$ cat src/rtl/fpga_cfg_pkg.sv
// Shared constants and FSM encoding for the FPGA configuration loader.
// The checksum stage is compiled in only when FPGA_CFG_CHECKSUM_EN is defined.
package fpga_cfg_pkg;

   localparam logic [7:0] HDR_FRAME = 8'hA5;
   localparam logic [7:0] HDR_END   = 8'h5A;

   localparam int unsigned TILE_BYTES = 5;
   localparam int unsigned SW_BYTES   = 2;
   localparam int unsigned TILE_CFG_W = 33;
   localparam int unsigned SW_CFG_W   = 16;

   typedef logic [2:0] state_t;

   localparam state_t StHunt    = 3'd0;
   localparam state_t StIndex   = 3'd1;
   localparam state_t StPayload = 3'd2;
   localparam state_t StCheck   = 3'd3;
   localparam state_t StCommit  = 3'd4;
   localparam state_t StDone    = 3'd5;
   localparam state_t StError   = 3'd6;

   // Counter value of the final payload byte for the selected target type.
   function automatic logic [2:0] payload_last(input logic is_sw);
      return is_sw ? 3'(SW_BYTES - 1) : 3'(TILE_BYTES - 1);
   endfunction

endpackage

$ cat src/rtl/fpga_cfg_if.sv
// Configuration byte stream plus element write port of the configuration loader.
// master = stream source / write consumer, slave = the loader.
interface fpga_cfg_if;
   import fpga_cfg_pkg::*;

   logic                  cfg_valid;
   logic [7:0]            cfg_data;
   logic                  cfg_ready;
   logic                  cfg_clear;
   logic                  wr_en;
   logic                  wr_is_sw;
   logic [6:0]            wr_idx;
   logic [TILE_CFG_W-1:0] wr_data;
   logic                  cfg_done;
   logic                  cfg_err;
   logic [7:0]            frame_count;

   modport master (
      output cfg_valid, cfg_data, cfg_clear,
      input  cfg_ready, wr_en, wr_is_sw, wr_idx, wr_data, cfg_done, cfg_err, frame_count
   );

   modport slave (
      input  cfg_valid, cfg_data, cfg_clear,
      output cfg_ready, wr_en, wr_is_sw, wr_idx, wr_data, cfg_done, cfg_err, frame_count
   );

endinterface

$ cat src/rtl/fpga_cfg_assembler.sv
// Payload assembly: little-endian byte shift-in, byte counter and running XOR checksum.
// clear_i loads the index byte (seeds the checksum and selects the payload length).
module fpga_cfg_assembler
   import fpga_cfg_pkg::*;
(
   input  logic                  clk_i,
   input  logic                  rst_ni,
   input  logic                  clear_i,
   input  logic                  shift_i,
   input  logic [7:0]            byte_i,
   output logic [TILE_CFG_W-1:0] word_o,
   output logic                  last_o,
   output logic [7:0]            csum_o
);

   logic [2:0]            cnt_q, cnt_d;
   logic [2:0]            last_idx_q, last_idx_d;
   logic [TILE_CFG_W-1:0] word_q, word_d;
   logic [7:0]            csum_q, csum_d;

   always_comb begin
      cnt_d      = cnt_q;
      last_idx_d = last_idx_q;
      word_d     = word_q;
      csum_d     = csum_q;
      if (clear_i) begin
         cnt_d      = 3'd0;
         last_idx_d = payload_last(byte_i[7]);
         word_d     = '0;
         csum_d     = byte_i;
      end else if (shift_i) begin
         cnt_d  = cnt_q + 3'd1;
         csum_d = csum_q ^ byte_i;
         case (cnt_q)
            3'd0:    word_d[7:0]   = byte_i;
            3'd1:    word_d[15:8]  = byte_i;
            3'd2:    word_d[23:16] = byte_i;
            3'd3:    word_d[31:24] = byte_i;
            // Fifth tile byte carries only the registered/combinational select bit.
            default: word_d[TILE_CFG_W-1] = byte_i[0];
         endcase
      end
   end

   always_ff @(posedge clk_i or negedge rst_ni) begin
      if (!rst_ni) begin
         cnt_q      <= 3'd0;
         last_idx_q <= 3'd0;
         word_q     <= '0;
         csum_q     <= 8'h00;
      end else begin
         cnt_q      <= cnt_d;
         last_idx_q <= last_idx_d;
         word_q     <= word_d;
         csum_q     <= csum_d;
      end
   end

   // Word includes the byte being shifted this cycle so a commit can capture it directly.
   assign word_o = word_d;
   assign last_o = (cnt_q == last_idx_q);
   assign csum_o = csum_q;

endmodule

$ cat src/rtl/fpga_config_loader.sv
// Framed configuration byte-stream loader driving tile / switch-box write strobes.
// Optional checksum byte per frame enabled by defining FPGA_CFG_CHECKSUM_EN.
module fpga_config_loader
   import fpga_cfg_pkg::*;
#(
   parameter int unsigned NUM_TILES  = 24,
   parameter int unsigned NUM_SWITCH = 9
) (
   input  logic        clock,
   input  logic        reset_n,
   fpga_cfg_if.slave   cfg_bus
);

   localparam logic [7:0] TileLimit = 8'(NUM_TILES);
   localparam logic [7:0] SwLimit   = 8'(NUM_SWITCH);

   state_t                state_q, state_d;
   logic                  tgt_sw_q, tgt_sw_d;
   logic [6:0]            tgt_idx_q, tgt_idx_d;
   logic                  wr_en_q, wr_en_d;
   logic                  wr_is_sw_q, wr_is_sw_d;
   logic [6:0]            wr_idx_q, wr_idx_d;
   logic [TILE_CFG_W-1:0] wr_data_q, wr_data_d;
   logic [7:0]            fcnt_q, fcnt_d;

   logic                  accept;
   logic                  idx_ok;
   logic                  commit;
   logic                  asm_clear;
   logic                  asm_shift;
   logic                  asm_last;
   logic [TILE_CFG_W-1:0] asm_word;
`ifdef FPGA_CFG_CHECKSUM_EN
   logic [7:0]            asm_csum;
`endif

   assign accept = cfg_bus.cfg_valid && cfg_bus.cfg_ready;
   assign idx_ok = cfg_bus.cfg_data[7] ? ({1'b0, cfg_bus.cfg_data[6:0]} < SwLimit)
                                       : ({1'b0, cfg_bus.cfg_data[6:0]} < TileLimit);

   always_comb begin
      state_d   = state_q;
      tgt_sw_d  = tgt_sw_q;
      tgt_idx_d = tgt_idx_q;
      asm_clear = 1'b0;
      asm_shift = 1'b0;
      commit    = 1'b0;
      case (state_q)
         StHunt: begin
            if (accept) begin
               if (cfg_bus.cfg_data == HDR_FRAME)    state_d = StIndex;
               else if (cfg_bus.cfg_data == HDR_END) state_d = StDone;
            end
         end
         StIndex: begin
            if (accept) begin
               if (idx_ok) begin
                  tgt_sw_d  = cfg_bus.cfg_data[7];
                  tgt_idx_d = cfg_bus.cfg_data[6:0];
                  asm_clear = 1'b1;
                  state_d   = StPayload;
               end else begin
                  state_d = StError;
               end
            end
         end
         StPayload: begin
            if (accept) begin
               asm_shift = 1'b1;
               if (asm_last) begin
`ifdef FPGA_CFG_CHECKSUM_EN
                  state_d = StCheck;
`else
                  state_d = StCommit;
                  commit  = 1'b1;
`endif
               end
            end
         end
`ifdef FPGA_CFG_CHECKSUM_EN
         StCheck: begin
            if (accept) begin
               if (cfg_bus.cfg_data == asm_csum) begin
                  state_d = StCommit;
                  commit  = 1'b1;
               end else begin
                  state_d = StError;
               end
            end
         end
`endif
         StCommit: state_d = StHunt;
         StDone:   if (cfg_bus.cfg_clear) state_d = StHunt;
         StError:  if (cfg_bus.cfg_clear) state_d = StHunt;
         default:  state_d = StHunt;
      endcase
   end

   // Write outputs are captured on the edge that enters COMMIT and hold until the next commit.
   always_comb begin
      wr_en_d    = commit;
      wr_is_sw_d = commit ? tgt_sw_q  : wr_is_sw_q;
      wr_idx_d   = commit ? tgt_idx_q : wr_idx_q;
      wr_data_d  = commit ? asm_word  : wr_data_q;
      fcnt_d     = fcnt_q;
      if (commit && (fcnt_q != 8'hFF)) begin
         fcnt_d = fcnt_q + 8'd1;
      end else if ((state_q == StDone) && cfg_bus.cfg_clear) begin
         fcnt_d = 8'd0;
      end
   end

   always_ff @(posedge clock or negedge reset_n) begin
      if (!reset_n) begin
         state_q    <= StHunt;
         tgt_sw_q   <= 1'b0;
         tgt_idx_q  <= 7'd0;
         wr_en_q    <= 1'b0;
         wr_is_sw_q <= 1'b0;
         wr_idx_q   <= 7'd0;
         wr_data_q  <= '0;
         fcnt_q     <= 8'd0;
      end else begin
         state_q    <= state_d;
         tgt_sw_q   <= tgt_sw_d;
         tgt_idx_q  <= tgt_idx_d;
         wr_en_q    <= wr_en_d;
         wr_is_sw_q <= wr_is_sw_d;
         wr_idx_q   <= wr_idx_d;
         wr_data_q  <= wr_data_d;
         fcnt_q     <= fcnt_d;
      end
   end

   fpga_cfg_assembler u_assembler (
      .clk_i   (clock),
      .rst_ni  (reset_n),
      .clear_i (asm_clear),
      .shift_i (asm_shift),
      .byte_i  (cfg_bus.cfg_data),
      .word_o  (asm_word),
      .last_o  (asm_last),
`ifdef FPGA_CFG_CHECKSUM_EN
      .csum_o  (asm_csum)
`else
      .csum_o  ()
`endif
   );

   assign cfg_bus.cfg_ready   = (state_q == StHunt) || (state_q == StIndex) ||
                                (state_q == StPayload) || (state_q == StCheck);
   assign cfg_bus.wr_en       = wr_en_q;
   assign cfg_bus.wr_is_sw    = wr_is_sw_q;
   assign cfg_bus.wr_idx      = wr_idx_q;
   assign cfg_bus.wr_data     = wr_data_q;
   assign cfg_bus.cfg_done    = (state_q == StDone);
   assign cfg_bus.cfg_err     = (state_q == StError);
   assign cfg_bus.frame_count = fcnt_q;

endmodule

$ cat src/flat_wrapper.sv
// flat-port wrapper written by rule: the top's interface ports become plain ports
module fpga_config_loader_flat import fpga_cfg_pkg::*;
#(
   parameter int unsigned NUM_TILES  = 24,
   parameter int unsigned NUM_SWITCH = 9
)
  (clock, reset_n, cfg_bus_cfg_valid, cfg_bus_cfg_data, cfg_bus_cfg_clear, cfg_bus_cfg_ready, cfg_bus_wr_en, cfg_bus_wr_is_sw, cfg_bus_wr_idx, cfg_bus_wr_data, cfg_bus_cfg_done, cfg_bus_cfg_err, cfg_bus_frame_count);
  fpga_cfg_if cfg_bus_i ();
  input  logic clock;
  input  logic reset_n;
  input wire logic [$bits(cfg_bus_i.cfg_valid)-1:0] cfg_bus_cfg_valid;
  input wire logic [$bits(cfg_bus_i.cfg_data)-1:0] cfg_bus_cfg_data;
  input wire logic [$bits(cfg_bus_i.cfg_clear)-1:0] cfg_bus_cfg_clear;
  output wire logic [$bits(cfg_bus_i.cfg_ready)-1:0] cfg_bus_cfg_ready;
  output wire logic [$bits(cfg_bus_i.wr_en)-1:0] cfg_bus_wr_en;
  output wire logic [$bits(cfg_bus_i.wr_is_sw)-1:0] cfg_bus_wr_is_sw;
  output wire logic [$bits(cfg_bus_i.wr_idx)-1:0] cfg_bus_wr_idx;
  output wire logic [$bits(cfg_bus_i.wr_data)-1:0] cfg_bus_wr_data;
  output wire logic [$bits(cfg_bus_i.cfg_done)-1:0] cfg_bus_cfg_done;
  output wire logic [$bits(cfg_bus_i.cfg_err)-1:0] cfg_bus_cfg_err;
  output wire logic [$bits(cfg_bus_i.frame_count)-1:0] cfg_bus_frame_count;
  assign cfg_bus_i.cfg_valid = cfg_bus_cfg_valid;
  assign cfg_bus_i.cfg_data = cfg_bus_cfg_data;
  assign cfg_bus_i.cfg_clear = cfg_bus_cfg_clear;
  assign cfg_bus_cfg_ready = cfg_bus_i.cfg_ready;
  assign cfg_bus_wr_en = cfg_bus_i.wr_en;
  assign cfg_bus_wr_is_sw = cfg_bus_i.wr_is_sw;
  assign cfg_bus_wr_idx = cfg_bus_i.wr_idx;
  assign cfg_bus_wr_data = cfg_bus_i.wr_data;
  assign cfg_bus_cfg_done = cfg_bus_i.cfg_done;
  assign cfg_bus_cfg_err = cfg_bus_i.cfg_err;
  assign cfg_bus_frame_count = cfg_bus_i.frame_count;
  fpga_config_loader #(.NUM_TILES(NUM_TILES), .NUM_SWITCH(NUM_SWITCH)) u_core (.clock(clock), .reset_n(reset_n), .cfg_bus(cfg_bus_i));
endmodule
$ cat config.mk
export PLATFORM = sky130hd
export DESIGN_NAME = fpga_config_loader_flat
export DESIGN_NICKNAME = d
export VERILOG_FILES = /design/src/rtl/fpga_cfg_pkg.sv /design/src/rtl/fpga_cfg_if.sv /design/src/rtl/fpga_cfg_assembler.sv /design/src/rtl/fpga_config_loader.sv /design/src/flat_wrapper.sv
export SDC_FILE = /design/constraint.sdc
export NUM_CORES = 1
export LEC_CHECK = 0
export CORE_ASPECT_RATIO = 1.2
export CORE_UTILIZATION = 54
export CTS_CLUSTER_SIZE = 16
export DETAILED_ROUTE_END_ITERATION = 12
export PLACE_DENSITY = 0.84
export SLEW_MARGIN = 20
export SYNTH_ARGS = -nofsm -noshare
export SYNTH_HDL_FRONTEND = slang
export SYNTH_SLANG_ARGS = --single-unit
$ cat constraint.sdc
create_clock -name clock -period 3.1 [get_ports clock]
set_clock_uncertainty 0.1 [all_clocks]
set_input_delay 0.465 -clock clock [delete_from_list [all_inputs] [get_ports clock]]
set_output_delay 0.465 -clock clock [all_outputs]
set_load 0.01 [all_outputs]
# Word-level counts from Yosys, hierarchy flattened
# Index checks and enable logic that the tools add are counted.
# W data, S select, Z words.
totals:
  mem_count: 0
  mem_bits_ro: 0
  latch_bits: 0
  ram_bits: 0
  reg_bits: 100
op_classes:
  bitwise_logic: 0
  mux: 30
  div_mod_pow: 0
  eq_ne: 18
  n_shift: 0
  magnitude_cmp: 2
  n_reduce_logical: 14
  n_mul: 0
  add_sub_neg: 2
ops:
  columns: ["cell", "count"]
  rows:
  - ["$mux W33", 2]
  - ["$mux W8", 6]
  - ["$mux W3", 11]
  - ["$eq A3 B2 Y1 const B", 4]
  - ["$pmux W3 S4", 1]
  - ["$mux W1", 10]
  - ["$ne A2 B1 Y1 const B", 5]
  - ["$add A8 B1 Y8 const B", 1]
  - ["$eq A8 B7 Y1 const B", 1]
  - ["$eq A8 B8 Y1 const B", 1]
  - ["$ne A8 B8 Y1 const B", 1]
  - ["$lt A7 B4 Y1 const B", 1]
  - ["$lt A7 B5 Y1 const B", 1]
  - ["$eq A3 B1 Y1 const B", 2]
  - ["$eq A3 B3 Y1 const B", 2]
  - ["$logic_not A3 Y1", 2]
  - ["$reduce_and A6 Y1", 1]
  - ["$reduce_bool A2 Y1", 2]
  - ["$reduce_or A4 Y1", 1]
  - ["$add A3 B1 Y3 const B", 1]
  - ["$eq A3 B3 Y1", 1]
  - ["$logic_and A1 B1 Y1", 3]
  - ["$logic_or A1 B1 Y1", 3]
  - ["$ne A3 B1 Y1 const B", 1]
  - ["2 further kinds", 2]

# Depth between registers and ports, before layout
depth:
  word_depth: 9
  depth_mapped: 8
  mapped_depth_nobuf: 6

# Cells and area by module
# Synthesis repeated with hierarchy kept, for this count alone.
unflattened:
  cells_unflattened: 468
  hier_area_um2: 4675.7
modules_own_cells:
  columns: ["mod", "instances", "area_each_um2", "cells_per_inst", "seq_area_each_um2"]
  rows:
  - ["fpga_config_loader", 1, 2620.0, 280, 1526.5]
  - ["fpga_cfg_assembler", 1, 2055.7, 188, 1151.1]

# Worst setup path before layout
# OpenSTA, ideal clock, no wires.
synth_timing:
  kind: "flip-flop to flip-flop"
  start: "reg u_core.state_q[2]"
  end: "reg u_core.wr_data_q[10], in the netlist u_core.cfg_bus.wr_data[10]"
  arrival_time_ns: 1.986
  n_path_buf: 3
  t_required_ns: 2.875
  path_stages_with_launch: 8
  setup_time_ns: 0.125
  setup_slack_ns: 0.889
  path_cell_list: "dfrtp_1 -> buf_6 -> nand4bb_4 -> or4_1 -> buf_2 -> clkinv_2 -> buf_4 -> mux2_2"
synth_via:
  elab_chain_cells: 9
  word_cells_on_any_way: 16
synth_rtl:
  columns: ["element", "line", "text"]
  rows:
  - ["start: declaration", "fpga_config_loader.sv:17", "state_t state_q, state_d;"]
  - ["start signal: assignment", "fpga_config_loader.sv:115", "state_q <= StHunt;"]
  - ["start signal: assignment", "fpga_config_loader.sv:124", "state_q <= state_d;"]
  - ["$eq A3 B1 Y1 or $logic_not A3 Y1 (tied branches)", "fpga_config_loader.sv:48, fpga_config_loader.sv:150", null]
  - ["$logic_or A1 B1 Y1 (2 in a row)", "fpga_config_loader.sv:150", "assign cfg_bus.cfg_ready = (state_q == StHunt) || (state_q == StIndex) ||"]
  - ["$logic_or A1 B1 Y1", "fpga_config_loader.sv:151", "(state_q == StPayload) || (state_q == StCheck);"]
  - ["$logic_and A1 B1 Y1", "fpga_config_loader.sv:37", "assign accept = cfg_bus.cfg_valid && cfg_bus.cfg_ready;"]
  - ["$mux W1", "fpga_config_loader.sv:68", "if (accept) begin"]
  - ["$mux W1", "fpga_config_loader.sv:48", "case (state_q)"]
  - ["$mux W33", "fpga_cfg_assembler.sv:31", "end else if (shift_i) begin"]
  - ["$mux W33", "fpga_cfg_assembler.sv:26", "if (clear_i) begin"]
  - ["end signal: assignment", "fpga_config_loader.sv:130", "wr_data_q <= wr_data_d;"]
  - ["end: declaration", "fpga_config_loader.sv:23", "logic [TILE_CFG_W-1:0] wr_data_q, wr_data_d;"]
# Several ways; a longest one is shown, not always the timed one.
# A chain may end at the register's enable or synchronous reset.

# Final worst setup path
layout_timing:
  start: "reg u_core.state_q[0]"
  end: "out cfg_bus_cfg_done"
layout_via:
  elab_chain_cells: 1
layout_rtl:
  columns: ["element", "line", "text"]
  rows:
  - ["$eq A3 B3 Y1", "fpga_config_loader.sv:156", "assign cfg_bus.cfg_done = (state_q == StDone);"]
  - ["end: declaration", "flat_wrapper.sv:19", "output wire logic [$bits(cfg_bus_i.cfg_done)-1:0] cfg_bus_cfg_done;"]
# No other way between the ends.

==> flow_metrics.tcl <==
set metrics [dict create \
    leakage_uw 0.00244 \
    final-setup-viol-count 0 \
    fin_total_pwr_uw 2610 \
    r2r_setup_slack_ns 0.71 \
    grt_pass1_vias 3270 \
    hp-class "reg2reg" \
    dp_hpwl_mm 6.37 \
    synth_seq_area_share_pct 56.7 \
    start_kind "register" \
    cts_tree "done" \
    worst-setup-path-type "reg2out" \
    ioPinCount 65 \
    layout.nets 480 \
    cpPeakStageDelay_ns 0.62 \
    worst_pin_slew_ns 0.576 \
    cp_slowest_cell "clkdlybuf4s50_1" \
    syn_area_mm2 0.00437 \
    vdd_drop_max_uv 325 \
    r2r-start "u_core.state_q[2]" \
    dp_cells 542 \
    rr_endpoint "u_core.cfg_bus.frame_count[7]" \
    htreeDepth 3 \
    firstDrtPassIters 9 \
    clk-insertion-delay-late_ns 0.37 \
    netlist_instances 403 \
    numClockSinks 99 \
    grt_pass1_wl_mm 15.8 \
    core_mm2 0.00775 \
    maxSlewHeadroom_pct 61.6 \
    setup.worst_path.end "cfg_bus_cfg_done" \
    start_util_pct 56.3 \
    antenna_found_initial 0 \
    worst_slack_ns 0.492 \
    ys_seq_elements 99 \
    grt_overflow 0 \
    tns_ns 0 \
    via_per_inst 5.92 \
    grt_usage_pct 24.2 \
    async_reset_ff_share_pct 100 \
    ys.flop_type "dfrtp_1" \
    status "complete, but fails checks" \
    routed_wl_mm 9.59 \
    placed_area_mm2 0.00511 \
    design_area_mm2 0.00530 \
    first_iter_violations 276 \
    clk_pin_slew_worst_paths_ns 0.09 \
    slew_viol_final 0 \
    die-width_um 84.1 \
    drive_above_1_share_pct 15.4 \
    fmax_mhz 383 \
    numCtsBuffers 9 \
    cts_root_buf "clkbuf_8" \
    drcViolationCount 12 \
    n_fill_cell 572 \
    critical-path-top-delay-family "buffers and inverters" \
    globalplace.congestion 0.774 \
    ys_types 44 \
    min_path_cells 2 \
    avgSynthCellArea_um2 10.8 \
    ys_warn_count 0 \
    hold_violations 0 \
    dieArea_mm2 0.00845 \
    stdcell_count 559 \
    violations "design-rule violations" \
    crit_chain "inv_1 > nor3_1 > clkdlybuf4s50_1" \
    worst_r2r_path_depth 5 \
    cellPowerDensity_mw_per_mm2 492 \
    cts_buffer_depth 2 \
    cp.required_ns 2.53 \
    row_count 35 \
    synth.net_count 421 \
    drv_cap 0 \
    synth_edf_count 0 \
    die_height_um 100 \
    min_period_over_period_pct 84.1 \
    end_kind "primary output" \
    crit_start "u_core.state_q[0]" \
    pre_cts_ws_ns 0.318 \
    diodes 0 \
    min_period_ns 2.61 \
    cts_setup_buffers 0 \
    multi_input_area_mm2 0.00171 \
    critPathArrivalTime_ns 2.04 \
    crit_buf_inv 2 \
    placement.io_buffers 64 \
    path_max_fanout 9 \
    num_vias 3312 \
    final-seq-area_mm2 0.00248 \
    rsz0062_at_grt "no" \
    wire_per_inst_um 17.2 \
    cp.depth 3 \
    drtAntennaViolNets 0 \
    grt_max_degree 55 \
    syn2layout_area_growth_pct 21.4 \
]
==> through the flow <==
step                util, %  hold WS, ns
floorplan                 -       0.0694
global placement       66.0        0.350
detailed placement     66.0        0.356
CTS                    68.4        0.378
global route           68.4        0.403
finish                 68.4        0.381
==> cells in the final DEF (no fill, tap or decap), drive strengths merged, types with 4 or more instances in the layout <==
cell type and n:
dfrtp 99, clkdlybuf4s50 63, o21ai 43, mux2 39, a21oi 36, nand2 36
nand3 35, inv 14, buf 13, clkbuf 11, nor2 9, nor2b 9
nor3 6, ha 6, nand2b 5, mux2i 4
==> layer usage <==
metal	up-vias	global-route usage, %	part of all wire [%]
li1	1528	-	-
met1	1634	30.4	42
met2	125	41.0	49
met3	25	3.77	5.8
met4	0	12.1	3.1
met5	-	0	0
==> tightest hold or removal path, stage by stage, from the launching register on <==
cell,delay (ns)
dfrtp_1,0.35
nand2_1,0.05
nand2_1,0.05
==> flip-flops by register name (all words and copies together) (netlist names) <==
register,flops
u_core.cfg_bus.wr_en,1
u_core.cfg_bus.frame_count,8
u_core.tgt_idx_q,7
u_core.cfg_bus.wr_data,33
u_core.u_assembler.word_q,33
u_core.state_q,3
u_core.tgt_sw_q,1
u_core.u_assembler.last_idx_q,2
u_core.cfg_bus.wr_is_sw,1
u_core.u_assembler.cnt_q,3
u_core.cfg_bus.wr_idx,7
==> where the power goes <==
group	internal, µW	total, µW	leakage [µW]	switching (µW)
Combinational	176	415	0.000998	238
Clock	317	764	0.0000859	447
Sequential	1360	1430	0.00135	73.4
==> cell families after synthesis <==
| family | Yosys count | synth area share [%] |
|---|---|---|
| compound gates | 93 | 11.7 |
| xor+xnor | 2 | 0.401 |
| fa+ha+maj | 6 | 1.72 |
| buf+inv | 43 | 4.36 |
| flops | 99 | 56.7 |
| mux | 43 | 11.0 |
| simple gates | 117 | 14.1 |
==> cell type report <==
class,count,area share (%)
multi-input cells,261,32.3
inverters,14,1.01
flip-flops and latches,99,46.7
clock buffers,11,2.67
well taps,92,2.17
clock inverters,5,0.708
repair buffers,77,14.4
==> how the worst min path moves through the flow <==
stage	from	endpoint	slack [ns]
finish	u_core.tgt_idx_q[4]	u_core.cfg_bus.wr_idx[4]	0.38
global route	u_core.cfg_bus.wr_idx[0]	u_core.cfg_bus.wr_idx[0]	0.40
CTS	u_core.tgt_idx_q[5]	u_core.cfg_bus.wr_idx[5]	0.38
detailed placement	u_core.tgt_idx_q[5]	u_core.cfg_bus.wr_idx[5]	0.36
global placement	u_core.tgt_idx_q[5]	u_core.cfg_bus.wr_idx[5]	0.35
floorplan	reset_n	u_core.cfg_bus.frame_count[0]	0.07
==> repair_timing <==
action | 4_1_cts | 5_1_grt
hold buffers | 1 | 0
endpoints found under the hold margin | 4 | 0
resized for setup | 0 | 0
==> cell usage after synthesis (all sizes together) (2+ instances only) <==
| cell type | instances | area share [%] |
|---|---|---|
| nand2b | 5 | 0.72 |
| xor2 | 2 | 0.40 |
| dfrtp | 99 | 57 |
| mux2 | 39 | 10 |
| or3 | 2 | 0.29 |
| and2 | 2 | 0.29 |
| inv | 13 | 1.1 |
| mux2i | 4 | 0.92 |
| o21ai | 43 | 4.9 |
| nor4bb | 2 | 0.46 |
| nor3 | 6 | 0.69 |
| nor2 | 9 | 0.77 |
| nor2b | 9 | 1.3 |
| nand2 | 36 | 3.1 |
| o221ai | 3 | 0.60 |
| or4 | 3 | 0.52 |
| a21oi | 36 | 4.1 |
| clkbuf | 14 | 1.2 |
| nand3 | 35 | 4.0 |
| buf | 15 | 1.9 |
| ha | 6 | 1.7 |
(Power assumes the default switching activity.)
